===== src/rtl/pipe_stage_chain.sv =====
// Elastic valid/ready register chain with stall, flush and occupancy count.
// Define PIPE_SKID_BUF_EN to add a one-entry input skid register that registers in_ready.
module pipe_stage_chain #(
    parameter int WIDTH  = 32,
    parameter int STAGES = 4
) (
    input  logic                          clk,
    input  logic                          rst,
    input  logic                          in_valid,
    output logic                          in_ready,
    input  logic [WIDTH-1:0]              in_data,
    output logic                          out_valid,
    input  logic                          out_ready,
    output logic [WIDTH-1:0]              out_data,
    input  logic                          stall,
    input  logic                          flush,
    output logic [$clog2(STAGES+2)-1:0]   occupancy
);

    localparam int OCC_W = $clog2(STAGES+2);

    logic [STAGES-1:0] v_q;
    logic [STAGES-1:0] v_d;
    logic [STAGES-1:0] acc_s;
    logic [WIDTH-1:0]  d_q [STAGES];
    logic [WIDTH-1:0]  d_d [STAGES];
    logic [OCC_W-1:0]  occ_q;
    logic [OCC_W-1:0]  occ_d;
    logic              src_v_s;
    logic [WIDTH-1:0]  src_d_s;
    logic              skid_cnt_s;

    // Accept chain: a stage accepts if empty or if everything downstream moves.
    always_comb begin
        logic a;
        a = !v_q[STAGES-1] || out_ready;
        acc_s = '0;
        acc_s[STAGES-1] = a;
        for (int i = STAGES-2; i >= 0; i--) begin
            a = !v_q[i] || a;
            acc_s[i] = a;
        end
    end

`ifdef PIPE_SKID_BUF_EN
    logic             skid_v_q;
    logic             skid_v_d;
    logic [WIDTH-1:0] skid_d_q;
    logic [WIDTH-1:0] skid_d_d;
    logic             take_s;

    // Skid control: a parked item always enters stage 0 ahead of new input.
    always_comb begin
        take_s   = acc_s[0] && !stall && !flush;
        skid_v_d = skid_v_q;
        skid_d_d = skid_d_q;
        if (flush) begin
            skid_v_d = 1'b0;
        end else if (skid_v_q) begin
            if (take_s) begin
                skid_v_d = 1'b0;
            end else begin
                skid_v_d = 1'b1;
            end
        end else if (in_valid && !take_s) begin
            skid_v_d = 1'b1;
            skid_d_d = in_data;
        end else begin
            skid_v_d = 1'b0;
        end
        src_v_s    = skid_v_q || in_valid;
        src_d_s    = skid_v_q ? skid_d_q : in_data;
        in_ready   = rst && !skid_v_q && !flush;
        skid_cnt_s = skid_v_d;
    end

    // Skid register state.
    always_ff @(posedge clk or negedge rst) begin
        if (!rst) begin
            skid_v_q <= 1'b0;
            skid_d_q <= '0;
        end else begin
            skid_v_q <= skid_v_d;
            skid_d_q <= skid_d_d;
        end
    end
`else
    // Stage 0 is fed straight from the input port.
    always_comb begin
        src_v_s    = in_valid;
        src_d_s    = in_data;
        in_ready   = rst && acc_s[0] && !stall && !flush;
        skid_cnt_s = 1'b0;
    end
`endif

    // Next-state for every stage; data only moves with a valid item.
    always_comb begin
        v_d = v_q;
        d_d = d_q;
        if (flush) begin
            v_d = '0;
        end else if (!stall) begin
            if (acc_s[0]) begin
                v_d[0] = src_v_s;
                if (src_v_s) begin
                    d_d[0] = src_d_s;
                end else begin
                    d_d[0] = d_q[0];
                end
            end else begin
                v_d[0] = v_q[0];
            end
            for (int i = 1; i < STAGES; i++) begin
                if (acc_s[i]) begin
                    v_d[i] = v_q[i-1];
                    if (v_q[i-1]) begin
                        d_d[i] = d_q[i-1];
                    end else begin
                        d_d[i] = d_q[i];
                    end
                end else begin
                    v_d[i] = v_q[i];
                end
            end
        end else begin
            v_d = v_q;
        end
        occ_d = '0;
        for (int i = 0; i < STAGES; i++) begin
            occ_d = occ_d + OCC_W'(v_d[i]);
        end
        occ_d = occ_d + OCC_W'(skid_cnt_s);
    end

    // Stage registers and occupancy counter.
    always_ff @(posedge clk or negedge rst) begin
        if (!rst) begin
            v_q   <= '0;
            occ_q <= '0;
            for (int i = 0; i < STAGES; i++) begin
                d_q[i] <= '0;
            end
        end else begin
            v_q   <= v_d;
            occ_q <= occ_d;
            for (int i = 0; i < STAGES; i++) begin
                d_q[i] <= d_d[i];
            end
        end
    end

    assign out_valid = v_q[STAGES-1] && !stall && !flush;
    assign out_data  = d_q[STAGES-1];
    assign occupancy = occ_q;

endmodule


===== config.mk =====
export PLATFORM = sky130hd
export DESIGN_NAME = pipe_stage_chain
export DESIGN_NICKNAME = d
export VERILOG_FILES = /design/src/rtl/pipe_stage_chain.sv
export SDC_FILE = /design/constraint.sdc
export NUM_CORES = 1
export LEC_CHECK = 0
export CAP_MARGIN = 0
export CORE_MARGIN = 1
export CORE_UTILIZATION = 49
export CTS_CLUSTER_SIZE = 8
export DETAILED_ROUTE_END_ITERATION = 12
export HOLD_SLACK_MARGIN = 0.06
export PLACE_DENSITY = 0.77
export SYNTH_ARGS = -nofsm -noshare
export SYNTH_HDL_FRONTEND = slang
export SYNTH_SLANG_ARGS = --single-unit

===== constraint.sdc =====
create_clock -name clk -period 1.9 [get_ports clk]
set_input_delay 0.38 -clock clk [delete_from_list [all_inputs] [get_ports clk]]
set_output_delay 0.38 -clock clk [all_outputs]
set_load 0.01 [all_outputs]

==> flow_metrics.py, run 1 <==
metrics = {
    "power": {
        "ir_drop_mv": 0.582,
        "total_power_w": 0.00776,
        "p_per_area_mw_per_mm2": 1100,
        "leakagePower_nw": 3.36,
    },
    "global_route": {
        "grt_max_degree": 136,
        "use_met1_pct": 22.3,
        "grt_pass1_wl_mm": 15.5,
        "overflow": 0,
        "first_global_vias": 3098,
        "globalRouteMet3Util_pct": 5.36,
        "use_met2_pct": 30.0,
        "busiest_layer": "met2",
        "antenna_found_initial": 0,
        "track_usage_pct": 18.1,
    },
    "floorplan": {
        "coreArea_mm2": 0.0109,
        "die_w_um": 108,
        "die_area_mm2": 0.0117,
        "io_pins": 75,
        "fp.dieH_um": 108,
        "initial_utilization_pct": 50.6,
        "row_count": 38,
    },
    "timing": {
        "min_period_over_period_pct": 105,
        "finalMaxSlewViolations": 0,
        "slew_headroom_pct": 53.5,
        "finalSetupViolCount": 33,
        "rsz0062_at_grt": "yes",
        "worst_slack_ns": -0.0989,
        "hold_viol": 0,
        "fmax_mhz": 500,
        "fin_crit_ns": 2.00,
        "worst_pin_slew_ns": 0.698,
        "finalClockSkew_ns": 0.00669,
    },
    "clocking": {
        "cts-root-buf": "clkbuf_8",
        "cts_tree": "built",
        "clock_path_buffers": 2,
        "numCtsBuffers": 17,
        "clk_pin_slew_ns": 0.06,
        "insertion_delay_ns": 0.51,
        "cts.sinks": 135,
        "htreeDepth": 4,
    },
    "worst_setup_path": {
        "critPathMaxStageDelay_ns": 0.48,
        "critical_path_class": "reg2reg",
        "crit_chain": "and4b_4, buf_4, a2111oi_4, buf_4, buf_12, mux2_4",
        "cp_top_family": "buffers and inverters",
        "crit_required_ns": 2.29,
        "worstPathMaxFanout": 8,
        "crit_slowest_cell": "a2111oi_4",
        "cp_num_buf_inv": 3,
        "cp.arrival_ns": 2.39,
        "endpoint_kind": "flip-flop",
        "cp_common_cell": "buf_4",
        "cp-start-kind": "flip-flop",
    },
    "flow_run": {
        "maxCapViolCount": 0,
    },
    "routing": {
        "wl_mm": 9.68,
        "drt-vias-per-instance": 5.06,
        "vias": 2875,
        "wl_per_cell_um": 17.0,
        "drcViolationCount": 0,
        "initialDrtViolationCount": 90,
        "dr.pass1.iters": 6,
        "antenna_left": 0,
    },
    "logic_synthesis": {
        "syn-num-nets": 382,
        "ys_seq_elements": 135,
        "seq_area_frac_synth_pct": 61.3,
        "synth_cell_type_count": 24,
        "synthCells": 341,
        "synthesis.area_mm2": 0.00551,
        "yosys_warnings": 0,
        "avgSynthCellArea_um2": 16.1,
    },
    "layout": {
        "fin_nets": 456,
        "layout_commonest_cell": "dfrtp_1",
        "final_util_pct": 64.8,
        "antennaDiodeCount": 0,
        "num-fill-cells": 821,
        "area_growth_pct": 28.1,
        "final_cell_mix": "dfrtp_1, mux2_2, clkdlybuf4s50_1",
        "drive_above_1_share_pct": 46.0,
    },
    "placed_design": {
        "dp_slack_ns": -0.714,
        "portBuffers": 74,
        "dp_hpwl_mm": 5.73,
        "gp_congestion": 0.803,
    },
    "outcome": {
        "status": "complete, but fails checks",
        "violations": "negative setup slack",
    },
    "worst_hold_path": {
        "hold_class": "in2reg",
    },
}
layout make-up:
type	instances	area, um^2	area share [%]
multi-input cells	155	1830	25.9
clock inverters	12	125	1.77
repair buffers	101	1070	15.2
well taps	140	175	2.48
clock buffers	20	455	6.46
inverters	5	18.8	0.266
flip-flops and latches	135	3380	47.9
where the power goes:
group          switching, W  internal [W]  leakage, nW
clock               0.00118       0.00196        0.283
sequential         0.000281       0.00343         1.74
combinational      0.000280      0.000627         1.33
synthesized netlist by cell type (all sizes together):
cell / number / share of area (%)
nor2b: 1 / 0.11
nand3b: 2 / 0.27
and4b: 1 / 0.25
nand3: 2 / 0.18
nand4b: 1 / 0.16
nor2: 1 / 0.068
dfrtp: 135 / 61
inv: 5 / 0.34
a21o: 3 / 0.41
mux2: 128 / 28
buf: 46 / 6.0
o21ai: 2 / 0.18
a2111oi: 1 / 0.50
mux2i: 2 / 0.36
and2: 1 / 0.11
fa: 1 / 0.36
ha: 2 / 0.45
nand2b: 2 / 0.23
a21oi: 3 / 0.27
nand2: 1 / 0.068
and3: 1 / 0.11
cell families (layout without fill, tap and decap cells):
logic type,Yosys count,after routing,share of synthesized area [%]
mux,130,130,28.6
compound gates,9,9,1.36
fa+ha+maj,3,3,0.818
flops,135,135,61.3
simple gates,13,13,1.57
buf+inv,51,138,6.32
path summary, 6_finish.rpt:
check	endpoint	start	slack (ns)	depth (start not counted)
max	d_q[125]	v_q[3]	-0.1	6
min	v_q[0]	flush	0.33	2
max reg2reg	d_q[125]	v_q[3]	-0.1	6
min reg2reg	out_data[25]	d_q[57]	0.50	1
max in group asynchronous	out_data[24]	rst	0.81	3
min in group asynchronous	d_q[34]	rst	0.58	3
what timing repair did:
| action | in CTS | in global routing |
|---|---|---|
| endpoints found under the hold margin | 135 | 0 |
| resized for setup | 13 | 7 |
| hold buffers | 1 | 0 |
| setup endpoints to repair | 36 | 36 |
| pin swaps | 4 | 5 |
| gates cloned | 0 | 2 |
| setup buffers | 3 | 2 |
sequential cells by signal, summed over array words and instances (netlist names):
| name | flops |
|---|---|
| d_q | 96 |
| occupancy | 3 |
| out_data | 32 |
| v_q | 4 |
per-stage QoR:
step                      TNS [ns]  instance area [um^2]  std cells  hold slack, ns
after global placement      -40.07                  6360        529           0.483
final                        -2.15                  7060        568           0.329
after floorplan            -0.0919                  5510        341          0.0844
after detailed placement    -45.12                  6360        529           0.490
after CTS                   -0.196                  7000        565           0.302
after global routing         -4.09                  7060        568           0.350
per-layer routing:
metal	up-vias	share of wire [%]
li1	1317	-
met1	1498	44
met5	-	0
met3	8	3.0
met2	52	52
met4	0	0.82
No activity file was read; power rests on OpenSTA's default activity.
==> inputs of run 2 (changes only) <==
--- a/config.mk
+++ b/config.mk
@@ -7,11 +7,12 @@
 export LEC_CHECK = 0
 export CAP_MARGIN = 0
 export CORE_MARGIN = 1
-export CORE_UTILIZATION = 49
+export CORE_UTILIZATION = 50
 export CTS_CLUSTER_SIZE = 8
 export DETAILED_ROUTE_END_ITERATION = 12
 export HOLD_SLACK_MARGIN = 0.06
-export PLACE_DENSITY = 0.77
+export PLACE_DENSITY = 0.76
+export SLEW_MARGIN = 20
 export SYNTH_ARGS = -nofsm -noshare
 export SYNTH_HDL_FRONTEND = slang
 export SYNTH_SLANG_ARGS = --single-unit
==> constraint.sdc (replaced) <==
create_clock -name clk -period 2.5 [get_ports clk]
set_input_delay 0.5 -clock clk [delete_from_list [all_inputs] [get_ports clk]]
set_output_delay 0.5 -clock clk [all_outputs]
set_load 0.01 [all_outputs]
==> run 2 against run 1 <==
The flow now finishes without violations; design area down 3.4%; combinational power down 27%; via count down 3.2%; flip-flop and latch count unchanged; count of clock-buffer cells in the layout down 1; sequential power down 24%; die area down 2.0%; final cell count down 3.3%; critical path depth unchanged; largest cell class unchanged.
==> flow_metrics.py, run 2 (synthesis results as in run 1) <==
metrics = {
    "layout": {
        "antennaDiodeCount": 0,
        "largest_reg_flops": 96,
        "area_growth_pct": 23.8,
        "fin_cells": 549,
        "fin_nets": 441,
        "finish.instance_area_mm2": 0.00682,
        "drive_above_1_share_pct": 43.3,
        "final_cell_mix": "dfrtp_1, mux2_2, clkdlybuf4s50_1",
        "layout_commonest_cell": "dfrtp_1",
        "regMostFlops": "d_q",
    },
    "timing": {
        "rsz0062_at_grt": "no",
        "finalClockSkew_ns": 0.00841,
        "setup_tns_ns": 0,
        "hold_viol": 0,
        "fmax_mhz": 414,
        "fin_crit_ns": 2.42,
        "finalMaxSlewViolations": 0,
        "worst_pin_slew_ns": 0.704,
        "finalSetupViolCount": 0,
        "slew_headroom_pct": 53.1,
        "min_period_over_period_pct": 96.6,
    },
    "routing": {
        "drcViolationCount": 0,
        "dr.pass1.iters": 4,
        "vias": 2782,
        "wl_per_cell_um": 16.4,
        "wl_mm": 8.99,
        "initialDrtViolationCount": 86,
        "antenna_left": 0,
        "drt-vias-per-instance": 5.07,
    },
    "worst_setup_path": {
        "crit_required_ns": 2.00,
        "cp_top_family": "buffers and inverters",
        "cp_num_buf_inv": 3,
        "crit_chain": "clkdlybuf4s50_1, and4b_4, nand2_1, buf_4, and3_1, dlygate4sd2_1",
        "critPathMaxStageDelay_ns": 0.41,
        "r2r_slack_ns": 0.42,
        "endpoint_kind": "primary output",
        "critical_path_class": "in2out",
        "cp.arrival_ns": 1.92,
        "crit_slowest_cell": "clkdlybuf4s50_1",
        "worstPathMaxFanout": 2,
        "cp-start-kind": "input pin",
    },
    "power": {
        "swShare_pct": 23.8,
        "combPwrFrac_pct": 11.6,
        "leakagePower_nw": 3.22,
        "pwr-share-seq_pct": 49.1,
        "p_switching_w": 0.00136,
        "ir_drop_mv": 0.425,
        "p_clk_share_pct": 39.3,
        "p_int_w": 0.00436,
        "p_per_area_mw_per_mm2": 840,
    },
    "clocking": {
        "cts-root-buf": "clkbuf_8",
        "clock_path_buffers": 2,
        "post_cts_resized": 4,
        "htreeDepth": 4,
        "insertion_delay_ns": 0.50,
        "cts.sinks": 135,
        "ctsHoldBuffers": 0,
        "clk_pin_slew_ns": 0.06,
        "numCtsBuffers": 17,
        "cts_tree": "built",
        "postCtsSetupRepairBufs": 0,
    },
    "floorplan": {
        "initial_utilization_pct": 52.4,
        "coreArea_mm2": 0.0105,
        "fp.dieH_um": 107,
        "die_area_mm2": 0.0114,
        "row_count": 37,
        "io_pins": 75,
        "die_w_um": 107,
    },
    "flow_run": {
        "maxCapViolCount": 0,
    },
    "global_route": {
        "track_usage_pct": 18.0,
        "grt_pass1_wl_mm": 15.4,
        "grt_max_degree": 136,
        "antenna_found_initial": 0,
        "overflow": 0,
        "first_global_vias": 3041,
    },
    "worst_hold_path": {
        "hold_class": "in2async",
    },
    "placed_design": {
        "portBuffers": 74,
        "dp_hpwl_mm": 5.57,
        "gp_congestion": 0.745,
        "placed_area_mm2": 0.00626,
        "dp.cells": 517,
    },
    "outcome": {
        "status": "finished clean",
    },
}
==> run 2: worst paths after layout <==
check,to,cells past startpoint,from
setup / recovery,in_ready,6,out_ready
hold / removal,v_q[0],2,rst
setup reg to reg,occupancy[1],7,v_q[1]
hold reg to reg,d_q[46],1,d_q[46]
max in group asynchronous,d_q[84],2,rst
min in group clk,d_q[46],1,d_q[46]
==> run 2: layer usage <==
layer / global-route usage (%) / part of all wire, % / vias up
li1: - / - / 1283
met1: 23.1 / 44 / 1432
met2: 29.3 / 51 / 58
met3: 4.62 / 3.6 / 9
met4: 7.05 / 0.96 / 0
met5: 0 / 0 / -
==> run 2: through the flow <==
stage          hold WS, ns  setup slack (ns)  power (W)  utilization, %
2_1_floorplan        0.204             0.321    0.00327               -
3_3_place_gp         0.481            -0.127    0.00346            59.6
3_5_place_dp         0.489            -0.205    0.00352            59.6
4_1_cts              0.114            0.0843    0.00580            64.9
5_1_grt              0.139            0.0504    0.00601            64.9
6_report            0.0724            0.0840    0.00573            64.9
==> run 2: area by class of cell <==
cell class	instances	area, um^2
Clock inverter	13	111
Timing Repair Buffer	86	905
Tap cell	136	170
Fill cell	780	3690
Multi-Input combinational cell	155	1790
Inverter	5	18.8
Clock buffer	19	442
Sequential cell	135	3380
==> run 2: worst register-to-register path, stage by stage, from the launching register on <==
cell	delay, ns
dfrtp_1	0.43
and4b_4	0.27
nand2_1	0.08
a21o_1	0.20
fa_1	0.53
inv_1	0.04
ha_1	0.17
ha_1	0.26
==> run 2: power groups by stage <==
stage	clock network (W)	registers, W	logic, W
floorplan	0	0.00278	0.000493
global placement	0	0.00282	0.000638
detailed placement	0	0.00285	0.000670
CTS	0.00231	0.00282	0.000678
global route	0.00241	0.00287	0.000725
finish	0.00225	0.00281	0.000664
